### src/rtl/vga_matrix_display.sv
// 4x4 matrix result viewer: double-buffered 16x16-bit banks painted as VGA cells; define GRID_LINES_EN for white cell borders.
// Latency: 2 clk_en pulses from timing inputs to rgb/hsync_out/vsync_out/blank_out.
// Backpressure: busy holds from commit until the next frame start; writes and commits are dropped meanwhile.
module vga_matrix_display #(
  parameter int CELL_W = 160,
  parameter int CELL_H = 120
) (
  input  logic        clk,
  input  logic        reset,
  input  logic        clk_en,
  input  logic [10:0] h_count,
  input  logic [10:0] v_count,
  input  logic        hsync_in,
  input  logic        vsync_in,
  input  logic        hblank_in,
  input  logic        vblank_in,
  input  logic        wr_en,
  input  logic [3:0]  wr_addr,
  input  logic [15:0] wr_data,
  input  logic        commit,
  output logic        busy,
  output logic        hsync_out,
  output logic        vsync_out,
  output logic        blank_out,
  output logic [11:0] rgb
);

  localparam logic [10:0] CW1 = 11'(CELL_W);
  localparam logic [10:0] CW2 = 11'(2 * CELL_W);
  localparam logic [10:0] CW3 = 11'(3 * CELL_W);
  localparam logic [10:0] CH1 = 11'(CELL_H);
  localparam logic [10:0] CH2 = 11'(2 * CELL_H);
  localparam logic [10:0] CH3 = 11'(3 * CELL_H);

  logic [15:0] bank0 [16];
  logic [15:0] bank1 [16];
  logic        bank_sel;
  logic        vblank_prev;
  logic        frame_start;

  logic [1:0]  col_d, row_d;
  logic [1:0]  s1_col, s1_row;
  logic        s1_hsync, s1_vsync, s1_blank;
  logic [15:0] front_dat;
  logic [11:0] pix_rgb;

  assign frame_start = clk_en && vblank_in && !vblank_prev;

  // Bank storage, swap control and frame-edge detect share one reset domain.
  always_ff @(posedge clk) begin
    if (reset) begin
      for (int i = 0; i < 16; i++) begin
        bank0[i] <= '0;
        bank1[i] <= '0;
      end
      bank_sel    <= 1'b0;
      busy        <= 1'b0;
      vblank_prev <= 1'b1;
    end else begin
      if (wr_en && !busy) begin
        if (bank_sel) bank0[wr_addr] <= wr_data;
        else          bank1[wr_addr] <= wr_data;
      end
      if (frame_start && busy) begin
        bank_sel <= ~bank_sel;
        busy     <= 1'b0;
      end else if (commit && !busy) begin
        busy <= 1'b1;
      end
      if (clk_en) vblank_prev <= vblank_in;
    end
  end

  // Cell index by compare chain; anything past the last boundary clamps to 3.
  always_comb begin
    col_d = 2'd0;
    if      (h_count >= CW3) col_d = 2'd3;
    else if (h_count >= CW2) col_d = 2'd2;
    else if (h_count >= CW1) col_d = 2'd1;
    row_d = 2'd0;
    if      (v_count >= CH3) row_d = 2'd3;
    else if (v_count >= CH2) row_d = 2'd2;
    else if (v_count >= CH1) row_d = 2'd1;
  end

`ifdef GRID_LINES_EN
  logic grid_d, s1_grid;
  assign grid_d = !(hblank_in || vblank_in) &&
                  (h_count == 11'd0 || h_count == CW1 || h_count == CW2 || h_count == CW3 ||
                   v_count == 11'd0 || v_count == CH1 || v_count == CH2 || v_count == CH3);
`endif

  always_ff @(posedge clk) begin
    if (reset) begin
      s1_col   <= 2'd0;
      s1_row   <= 2'd0;
      s1_hsync <= 1'b1;
      s1_vsync <= 1'b1;
      s1_blank <= 1'b1;
`ifdef GRID_LINES_EN
      s1_grid  <= 1'b0;
`endif
    end else if (clk_en) begin
      s1_col   <= col_d;
      s1_row   <= row_d;
      s1_hsync <= hsync_in;
      s1_vsync <= vsync_in;
      s1_blank <= hblank_in || vblank_in;
`ifdef GRID_LINES_EN
      s1_grid  <= grid_d;
`endif
    end
  end

  always_comb begin
    front_dat = bank_sel ? bank1[{s1_row, s1_col}] : bank0[{s1_row, s1_col}];
    pix_rgb   = front_dat[15:4];
`ifdef GRID_LINES_EN
    if (s1_grid) pix_rgb = 12'hFFF;
`endif
    if (s1_blank) pix_rgb = 12'h000;
  end

  always_ff @(posedge clk) begin
    if (reset) begin
      rgb       <= 12'h000;
      hsync_out <= 1'b1;
      vsync_out <= 1'b1;
      blank_out <= 1'b1;
    end else if (clk_en) begin
      rgb       <= pix_rgb;
      hsync_out <= s1_hsync;
      vsync_out <= s1_vsync;
      blank_out <= s1_blank;
    end
  end

endmodule

### config.mk
export PLATFORM = sky130hd
export DESIGN_NAME = vga_matrix_display
export DESIGN_NICKNAME = d
export VERILOG_FILES = /design/src/rtl/vga_matrix_display.sv
export SDC_FILE = /design/constraint.sdc
export NUM_CORES = 1
export LEC_CHECK = 0
export BUFFER_PORTS_ARGS = -buffer_cell sky130_fd_sc_hd__buf_2
export CAP_MARGIN = 20
export CORE_MARGIN = 5
export CORE_UTILIZATION = 45
export CTS_CLUSTER_SIZE = 24
export DETAILED_ROUTE_END_ITERATION = 10
export GPL_TIMING_DRIVEN = 0
export PLACE_DENSITY = 0.71
export SLEW_MARGIN = 30
export SYNTH_ARGS = -nofsm -noshare
export SYNTH_HDL_FRONTEND = slang
export SYNTH_SLANG_ARGS = --single-unit
### constraint.sdc
create_clock -name clk -period 4.05 [get_ports clk]
set_input_delay 0.6075 -clock clk [delete_from_list [all_inputs] [get_ports clk]]
set_output_delay 0.6075 -clock clk [all_outputs]
set_load 0.01 [all_outputs]
### Yosys cells after proc, flatten, opt, wreduce, memory -nomap -nowiden

Memory sizes are Yosys's and may differ from the RTL's. A register that Yosys moved wholly into a read port is not among the register bits.
Index checks and enable logic that the tools add are counted.

* RAM bits: 512
* output and inout bits: 16
* memories: 2
* input bits: 51
* register bits after elaboration: 25
* logic and storage cells: 60

Memory list
* bank0: words 16, width 16, read ports 1, clocked after Yosys merged registers in 1, wr ports 16, RTL line 35 `logic [15:0] bank0 [16];`
* bank1: words 16, width 16, read ports 1, clocked after Yosys merged registers in 1, wr ports 16, RTL line 36 `logic [15:0] bank1 [16];`

* reductions and logical operators: 11
* muxes and demuxes: 28
* bitwise gates (word level): 1
* magnitude comparators: 6

Operators by type and width (count)
* two-way mux 16 bit: 3
* greater-or-equal comparator 11 x 9 -> 1 bit (second input constant): 3
* OR reduction 16 bit: 2
* two-way mux 4 bit: 6
* greater-or-equal comparator 11 x 8 -> 1 bit (second input constant): 2
* two-way mux 1 bit: 14
* two-way mux 12 bit: 1
* greater-or-equal comparator 11 x 7 -> 1 bit (second input constant): 1
* two-way mux 2 bit: 4
* logical AND 1 bit: 5
* zero test 1 bit: 2
* OR reduction 2 bit: 1
* logical OR 1 bit: 1
* inverter 1 bit: 1

### Logic depth before layout (Yosys ltp)

* depth in word-level cells: 7
* depth in mapped cells: 8
* mapped depth without buffers: 4

### Worst setup path after synthesis

OpenSTA, ideal clock, no wires.

* path type: in2reg
* start point: input port clk_en
* end point: register with a tool-made name
* arrival time: 1.879 ns
* buffers on the path: 4
* required time: 3.953 ns
* setup slack: 2.075 ns
* library setup time: 0.097 ns
* cell stages on the path: 6
* cell sequence: clkbuf_1 clkbuf_1 buf_2 buf_1 nor2_1 a211oi_1

RTL lines
* from (decl): RTL line 10 `input logic clk_en,`

==> metrics.md <==
| Metric | Value |
|---|---|
| CTS HTree Levels | `2` |
| Mapped Cells | `1357` |
| Via/cell ratio | `5.843` |
| Non-filler cells, final | `2028` |
| Critical path startpoint category | `register` |
| I/O Pins | `67` |
| Post-synth EDFFs | `384` |
| Hold crit path type | `in -> reg` |
| Post-synth net total | `1408` |
| Top post-synthesis cells by area | `edfxtp_1 61%, and2_1 13%, mux4_2 7.1%, mux2i_1 3.8%, dfxtp_1 3.0%` |
| CP most frequent cell | `clkbuf_1` |
| Crit path depth | `6` |
| Total CTS buffers | `43` |
| Filler instances | `roughly 3500` |
| First drt pass iteration count | `5` |
| CP bufs+invs | `2` |
| Simple-Gate Fraction of Synth Area | `0.1820` |
| First-pass GRT wire length | `80120 um` |
| Syn avg cell area | `14.04 um2` |
| Nets | `1506` |
| Max layer used | `met4` |
| CTS Hold Bufs | `0` |
| Total setup buffers inserted after CTS | `0` |
| Final WL | `55660 um` |
| Core area | `around 0.042 mm2` |
| Max Slew Vio Count | `0` |
| P_leak | `7.683 nW` |
| Worst slew pin tran | `1.188 ns` |
| Skew-Pair Late Insertion Delay | `roughly 0.56 ns` |
| Ys async rst share | `0` |
| Hold path depth | `2` |
| Post-Synth XOR/XNOR Area | `0.0004596` |
| Via count | `11850` |
| Post-synthesis sequential area ratio | `0.6356` |
| FF+latch count, synth | `roughly 410` |
| Clock skew | `0.02226 ns` |
| Initial antenna violation count | `3` |
| DIE WIDTH | `215.8 um` |
| Critical Path Sink Type | `register` |
| Arrival @ worst endpoint | `3.88 ns` |
| CP Class | `reg -> reg` |
| # rows | `between 70 and 80` |
| Max Cap Viol | `0` |
| Port Buffers | `between 50 and 60` |
| Clk buf depth | `3` |
| Delay-heaviest family, CP | `compound AO/OA/AOI/OAI gates` |
| Leading area contributor after synthesis | `edfxtp_1` |
| Vias in the first global route | `between 10000 and 15000` |
| F_max | `0.2868 GHz` |
| Worst setup margin | `0.5637 ns` |
| Pre-CTS WS | `~0.75 ns` |
| Worst path slowest cell | `a2111oi_1` |
| RSZ-0062 raised after global routing | `no` |
| Multi-input gate area | `0.006445 mm2` |
| Clock transition at the registers of the reported paths | `0.06 ns` |
| Main flop type after synthesis | `edfxtp_1` |
| Peak supply drop | `slightly below 0.3 mV` |
| CP cell instances | `clkbuf_1 -> clkbuf_1 -> mux4_2 -> mux2_2 -> a2111oi_1 -> nor4b_1` |
| Mux cell area share after synthesis | `0.1158` |
| Placed insts | `1949` |
| Largest family of logic cells by synthesized area | `simple AND/OR/NAND/NOR gates` |
| Starting Density | `0.4543` |
| WL/cell | `27.44 um` |
| Register area | `around 0.012 mm2` |
| CP Data Required Time | `roughly 4.4 ns` |
| Post-Synth Adder-Cell Area | `0` |
| FF-to-FF path depth | `6` |
| Placed wire-length estimate | `38870 um` |
| # setup viols final | `0` |
| Fin crit share | `0.8608` |
| Worst Hold Slack | `0.2576 ns` |
| Netlist cell types | `40` |
| Final Wtd Congestion | `around 0.96` |
| Crit path largest cell delay | `1.06 ns` |
| WL met2 | `26200 um` |
| Status | `finished clean` |
| Worst Path Max Fanout | `10` |
| Min Tclk post-route | `3.486 ns` |
| Drc violations | `0` |
| Layout cells sized above 1 | `0.1594` |
| CTS tree | `yes` |
| Area fraction in compound gates after synthesis | `0.03933` |
| DRT antenna net count | `0` |
| Aggregate negative setup slack | `0 ns` |
| Met3 routed WL | `4204 um` |
| P&R area growth vs syn | `11.99%` |
| Yosys Warn Count | `0` |
| Synth top area share | `0.6052` |
| Power Dens Cells | `around 440 mW/mm2` |
| Root buf cell | `clkbuf_16` |
| Grt total ovfl | `0` |
| CTS sink cnt | `413` |
| Final hold vios | `0` |
| Tot Pwr | `approximately 9.5 mW` |
| Post-CTS sizing | `0` |
| DRT iter0 DRCs | `1487` |
| Met1 wire length | `22650 um` |
| Largest net degree at the start of global routing | `14` |
| Mapped Area | `0.01905 mm2` |
| Worst slew margin | `0.2058` |
| Die H | `~220 um` |
| Gr usage total | `0.2361` |
| Die area | `about 0.047 mm2` |
| R2R setup slack | `between 0.5 and 0.6 ns` |
-- cell type report --
class,instances,area share
clock inverter,17,0.005863
inverter,2,0.0003518
sequential,413,0.5676
timing repair buffer,53,0.01243
multi-input combinational,821,0.3020
tap,539,0.03160
clock buffer,60,0.05635
buffer,121,0.02357
antenna,2,0.0002345
-- synth_stat cells (14+ instances only) --
library cell,n
and2_1,400
edfxtp_1,384
clkbuf_1,98
mux2i_1,73
mux4_2,60
nor2_1,44
or2_2,35
dfxtp_1,29
a22oi_1,24
a2111oi_0,23
nand2_1,22
nor2b_1,22
buf_2,18
a211oi_1,15
nand2b_1,15
a21oi_1,14
-- placed cells by master (no fill, tap or decap), types with 29 or more instances in the layout --
| cell | synthesis | final |
|---|---|---|
| clkbuf_1 | 98 | 111 |
| or2_2 | 35 | 35 |
| and2_1 | 400 | 400 |
| dfxtp_1 | 29 | 29 |
| buf_2 | 18 | 71 |
| clkbuf_16 | 0 | 45 |
| mux4_2 | 60 | 60 |
| edfxtp_1 | 384 | 384 |
| mux2i_1 | 73 | 73 |
| nor2_1 | 44 | 44 |
-- metal layers --
layer,track usage,vias to the layer above
met5,0,-
met4,0.1026,0
met3,0.03643,121
met2,0.3726,561
met1,0.3281,6028
li1,-,5140
-- flip-flops by register name, indices dropped and copies added (netlist names), named ones only --
register,flops
bank_sel,1
hsync_out,1
s1_col,2
s1_hsync,1
s1_blank,1
s1_vsync,1
rgb,12
busy,1
blank_out,1
bank1,192
s1_row,2
bank0,192
vsync_out,1
vblank_prev,1
-- power by group --
group	switching (mW)	internal, mW
logic	0.539	0.270
clock network	1.62	2.19
registers	0.0553	4.81
total	2.22	7.27
-- cell families after synthesis --
group                     count (synthesis)
AOI/OAI and AO/OA                       103
buffers and inverters                   123
muxes                                   144
xor gates and xnor gates                  1
DFF                                     413
and+or+nand+nor                         573
-- through the flow --
step / instance area [um2] / util
floorplan: 19050 / -
global placement: 19990 / 0.4767
detailed placement: 20000 / 0.4768
CTS: 21330 / 0.5084
global route: 21330 / 0.5086
finish: 21340 / 0.5087
-- path summary, 6_finish.rpt --
check | start | to
worst max-delay path | register | rgb[7]$_SDFFE_PP0P_
worst min-delay path | hsync_in | s1_hsync$_SDFFE_PP1P_
worst max register to register | register | rgb[7]$_SDFFE_PP0P_
worst min register to register | blank_out$_SDFFE_PP1P_ | blank_out$_SDFFE_PP1P_
Note: power is estimated with default switching activity, not from simulation.
